[src/rtl/gaussian_prod_round.sv]
// Rounding/output stage for the 16x18 Gaussian multiplier.
// Tracks operand issues through the multiplier's 2-cycle latency, rounds the
// 34-bit product half-up by SHIFT bits and buffers results in a small FIFO.
// in_ready only grants an issue when a FIFO slot is guaranteed, because the
// multiplier pipeline cannot be stalled.
// Optional macro GAUSSIAN_ROUND_SAT_EN: clamp out-of-range samples and flag
// them on out_sat; otherwise samples wrap to OUT_W bits and out_sat is 0.
module gaussian_prod_round #(
   parameter int unsigned SHIFT = 16,
   parameter int unsigned OUT_W = 16,
   parameter int unsigned DEPTH = 4
) (
   input  logic                    clk,
   input  logic                    rst,
   input  logic                    in_valid,
   output logic                    in_ready,
   input  logic signed [33:0]      p,
   output logic signed [OUT_W-1:0] out_data,
   output logic                    out_sat,
   output logic                    out_valid,
   input  logic                    out_ready
);

   localparam int unsigned PW = (DEPTH > 1) ? $clog2(DEPTH) : 1;
   localparam int unsigned CW = PW + 1;
   localparam int unsigned SW = CW + 1;
   localparam int unsigned RW = 35;
   localparam logic signed [RW-1:0] HALF = RW'(64'd1 << (SHIFT - 1));

   logic                   v0;
   logic                   v1;
   logic [PW-1:0]          wr_ptr;
   logic [PW-1:0]          rd_ptr;
   logic [CW-1:0]          occ;
   logic [OUT_W-1:0]       mem_data [DEPTH];
   logic                   issue;
   logic                   push;
   logic                   pop;
   logic [SW-1:0]          committed;
   logic signed [RW-1:0]   p_ext;
   logic signed [RW-1:0]   r;
   logic [OUT_W-1:0]       wr_data;

   // Slots already promised: buffered samples plus products still in flight.
   assign committed = SW'(occ) + SW'(v0) + SW'(v1);
   assign in_ready  = !rst && (committed < SW'(DEPTH));
   assign issue     = in_valid && in_ready;
   assign push      = v1;
   assign out_valid = (occ != '0);
   assign pop       = out_valid && out_ready;

   // Round half-up in 35-bit signed arithmetic so the offset never overflows.
   assign p_ext = {p[33], p};
   assign r     = (p_ext + HALF) >>> SHIFT;

`ifdef GAUSSIAN_ROUND_SAT_EN
   localparam logic signed [RW-1:0] MAXV = RW'((64'sd1 <<< (OUT_W - 1)) - 64'sd1);
   localparam logic signed [RW-1:0] MINV = RW'(-(64'sd1 <<< (OUT_W - 1)));

   logic wr_sat;
   logic mem_sat [DEPTH];

   // Clamp the rounded value into the signed OUT_W range.
   always_comb begin
      wr_data = r[OUT_W-1:0];
      wr_sat  = 1'b0;
      if (r > MAXV) begin
         wr_data = MAXV[OUT_W-1:0];
         wr_sat  = 1'b1;
      end else if (r < MINV) begin
         wr_data = MINV[OUT_W-1:0];
         wr_sat  = 1'b1;
      end
   end

   assign out_sat = mem_sat[rd_ptr];

   // Saturation flags travel alongside the sample storage.
   always_ff @(posedge clk or posedge rst) begin
      if (rst) begin
         for (int i = 0; i < int'(DEPTH); i++) mem_sat[i] <= 1'b0;
      end else if (push) begin
         mem_sat[wr_ptr] <= wr_sat;
      end
   end
`else
   logic unused_r_high;

   // Two's-complement wrap: keep only the low OUT_W bits.
   assign wr_data       = r[OUT_W-1:0];
   assign unused_r_high = ^r[RW-1:OUT_W];
   assign out_sat       = 1'b0;
`endif

   assign out_data = mem_data[rd_ptr];

   // Issue tracking, FIFO pointers, occupancy and sample storage.
   always_ff @(posedge clk or posedge rst) begin
      if (rst) begin
         v0     <= 1'b0;
         v1     <= 1'b0;
         wr_ptr <= '0;
         rd_ptr <= '0;
         occ    <= '0;
         for (int i = 0; i < int'(DEPTH); i++) mem_data[i] <= '0;
      end else begin
         v0 <= issue;
         v1 <= v0;
         if (push) begin
            mem_data[wr_ptr] <= wr_data;
            wr_ptr           <= wr_ptr + PW'(1);
         end
         if (pop) begin
            rd_ptr <= rd_ptr + PW'(1);
         end
         case ({push, pop})
            2'b10:   occ <= occ + CW'(1);
            2'b01:   occ <= occ - CW'(1);
            default: occ <= occ;
         endcase
      end
   end

   // A push into a full FIFO without a matching pop would drop a sample.
   a_no_overflow: assert property (@(posedge clk) disable iff (rst)
      !(push && !pop && (occ == CW'(DEPTH))));

endmodule

[config.mk]
export PLATFORM = sky130hd
export DESIGN_NAME = gaussian_prod_round
export DESIGN_NICKNAME = d
export VERILOG_FILES = /design/src/rtl/gaussian_prod_round.sv
export SDC_FILE = /design/constraint.sdc
export NUM_CORES = 1
export LEC_CHECK = 0
export CAP_MARGIN = 20
export CORE_MARGIN = 5
export CORE_UTILIZATION = 55
export CTS_BUF_LIST = sky130_fd_sc_hd__clkbuf_8
export DETAILED_ROUTE_END_ITERATION = 12
export DONT_BUFFER_PORTS = 1
export PLACE_DENSITY = 0.7
export SYNTH_ARGS = -nofsm -noshare
export SYNTH_HDL_FRONTEND = slang
export SYNTH_SLANG_ARGS = --single-unit
[constraint.sdc]
create_clock -name clk -period 3.5 [get_ports clk]
set_clock_uncertainty 0.15 [all_clocks]
set_input_delay 0.7 -clock clk [delete_from_list [all_inputs] [get_ports clk]]
set_output_delay 0.7 -clock clk [all_outputs]
set_load 0.005 [all_outputs]
==> out/metrics.csv <==
stage,metric,value,unit
final_layout,area of the multi-input gates,1590,µm²
clock_network,TritonCTS clock tree,done,
power_and_ir_drop,pwr dens,844,nW/µm²
sta,max-slew violations,0,
place,placed inst area,3600,µm²
final_layout,Antenna Cells,0,
setup_path,Setup crit start kind,flop,
clock_network,cts bufs inserted,9,
synthesis,Synth area leader,dfrtp_1,
route,DR pass1 iterations,4,
sta,Final setup viols,0,
route,DRC,0,
final_layout,Syn-to-layout area delta,8.08,%
synthesis,register area share after synthesis,0.517,
setup_path,CP Data Arrival Time,1.88,ns
floorplan,DIE HEIGHT,90.1,µm
synthesis,Mapped Cells,325,
setup_path,Crit. End Element,output port,
clock_network,PostCTS Resize Cnt,0,
synthesis,mapped cell area,3530,µm²
sta,Slew headroom,0.326,
route,final wirelength,7120,µm
route,DRT iter0 DRCs,69,
sta,Least-Margin Pin Slew,1.01,ns
run,Max Cap Viol,0,
synthesis,flop and latch count out of synthesis,73,
sta,Final Hold Fails,0,
route,wire per inst,17.5,µm
clock_network,# clock sinks,73,
final_layout,most frequent cells in the layout,"dfrtp_1, nand2_1, o21ai_0",
setup_path,WS Path Type,flop to output port,
floorplan,DIE AREA,8120,µm²
sta,minimum clock period,2.73,ns
clock_network,post-CTS setup buffers,0,
place,Final Wtd Congestion,0.758,
floorplan,total core area,6310,µm²
power_and_ir_drop,"IR drop worst, VDD",0.444,mV
floorplan,Initial Util,0.559,
setup_path,Crit path buffers/inverters,0,
synthesis,Yosys cell types,32,
grt,initial antenna violation count,0,
grt,vias in the first global route,2331,
clock_network,"CTS clk-pin slew, worst paths",0.07,ns
setup_path,Slowest cell on crit path,dfrtp_1,
route,remaining antenna violation count,0,
synthesis,"FFs w/ async S/R, synth",1.00,
final_layout,final net count,370,
final_layout,layout cell share with drive strength beyond 1,0.146,
clock_network,H-Tree Depth,3,
final_layout,register area,1830,µm²
floorplan,die width,90.1,µm
floorplan,num ports,57,
final_layout,Layout fillers,548,
clock_network,# hold bufs at CTS,0,
sta,fmax,366,MHz
grt,largest net degree at the start of global routing,74,
setup_path,Worst EP required,2.65,ns
sta,setup_tns,0,ns
grt,total gr overflow,0,
place,Port Buffer Count,0,
floorplan,Placement Rows,29,
clock_network,root buf cell,clkbuf_8,
setup_path,CP Cell Sequence,mux4_2,
grt,first-pass GRT wire length,12000,µm
final_layout,"most common cell after layout, fill and taps aside",dfrtp_1,
route,routed vias,2348,
synthesis,Area contributors post-synth,"dfrtp_1, mux4_2, nand2_1",
power_and_ir_drop,Static Leak,1.70,nW
final_layout,fin area,3820,µm²
clock_network,CTS Buffer Depth,2,
clock_network,Skew-Pair Late Insertion Delay,0.34,ns
min_path,worst hold path type,input pin to async pin,
synthesis,share of the synthesized area in the top cell type,0.517,
run_status,status,"finished, final reports clean",
synthesis,Ys Warns,0,
place,post-DP HPWL,4900,µm
route,DR vias/cell,5.78,
sta,RSZ-0062 raised after global routing,false,
setup_path,Worst path max stage delay,0.90,ns
synthesis,Mapped Nets,371,
synthesis,number of enable flip-flop cells after synthesis,0,
setup_path,crit-path max FO,13,
synthesis,top_reg_cell synth,dfrtp_1,
synthesis,average size of a mapped cell,10.9,µm²
grt,Total GRT Usage,0.188,
sta,fin crit share,0.780,
setup_path,CP top delay family,flip-flops,
## final cells by class
cell class                      count  share of cell area
Inverter                           11              0.0108
Tap cell                           77              0.0252
Sequential cell                    73               0.479
Clock inverter                      6              0.0134
Timing Repair Buffer                6              0.0203
Clock buffer                       10              0.0361
Multi-Input combinational cell    223               0.416
## Yosys cell counts, types with 2 or more instances
master and instances:
dfrtp_1 73, nand2_1 70, o21ai_0 49, mux4_2 16
xnor2_1 15, clkbuf_1 12, inv_1 11, o21ai_1 8
ha_1 7, buf_2 5, mux2i_1 5, nor2_1 5
nor3_1 5, nor4_1 5, xor2_1 5, a22oi_1 4
and3_1 4, mux2_2 4, nand3_1 4, nand4_1 3
nor4_2 3, and2_1 2
## kinds of logic (layout without fill, tap and decap cells)
logic type | Yosys count | after routing | share of synthesized area
other cells | 1 | 1 | 0.00106
simple gates | 107 | 107 | 0.148
buf+inv | 29 | 33 | 0.0337
flops | 73 | 73 | 0.517
fa+ha+maj | 8 | 8 | 0.0305
xor+xnor | 20 | 20 | 0.0496
mux | 25 | 25 | 0.129
compound gates | 62 | 62 | 0.0907
## flip-flops by register name (all words and copies together), names as in the netlist
signal / cells
wr_ptr: 2
push: 1
occ: 3
v0: 1
mem_data: 64
rd_ptr: 2
## worst paths after layout
| check | from | endpoint | slack (ns) | cells after the start |
|---|---|---|---|---|
| worst min-delay path | rst | v0 | 0.15 | 2 |
| worst max-delay path | rd_ptr[1] | out_data[7] | 0.77 | 1 |
| max in group asynchronous | rst | mem_data[45] | 2.71 | 2 |
| min in group clk | v0 | push | 0.24 | 0 |
| worst min register to register | v0 | push | 0.24 | 0 |
| worst max register to register | occ[0] | occ[2] | 1.30 | 8 |
## power by group
part           internal (mW)  leakage [nW]  total (mW)  switching (mW)
Clock                  0.339         0.110       0.634           0.296
Sequential              1.26         0.859        1.54           0.278
Combinational          0.559         0.733        1.05           0.488
Total                   2.16          1.70        3.22            1.06
## per-stage QoR
step	power (mW)	utilization	setup slack, ns	std cells	hold slack (ns)
finish	3.22	0.605	0.770	406	0.150
global route	3.49	0.605	0.644	406	0.209
CTS	3.27	0.600	0.709	405	0.176
detailed placement	2.63	0.570	1.09	389	0.217
global placement	2.55	0.570	1.09	389	0.213
floorplan	2.36	-	0.797	325	0.204
## metal layers
metal	track usage	part of all wire
met1	0.250	0.46
met2	0.295	0.47
met3	0.0417	0.051
met4	0.0856	0.016
met5	0	0
(Power assumes the default switching activity.)
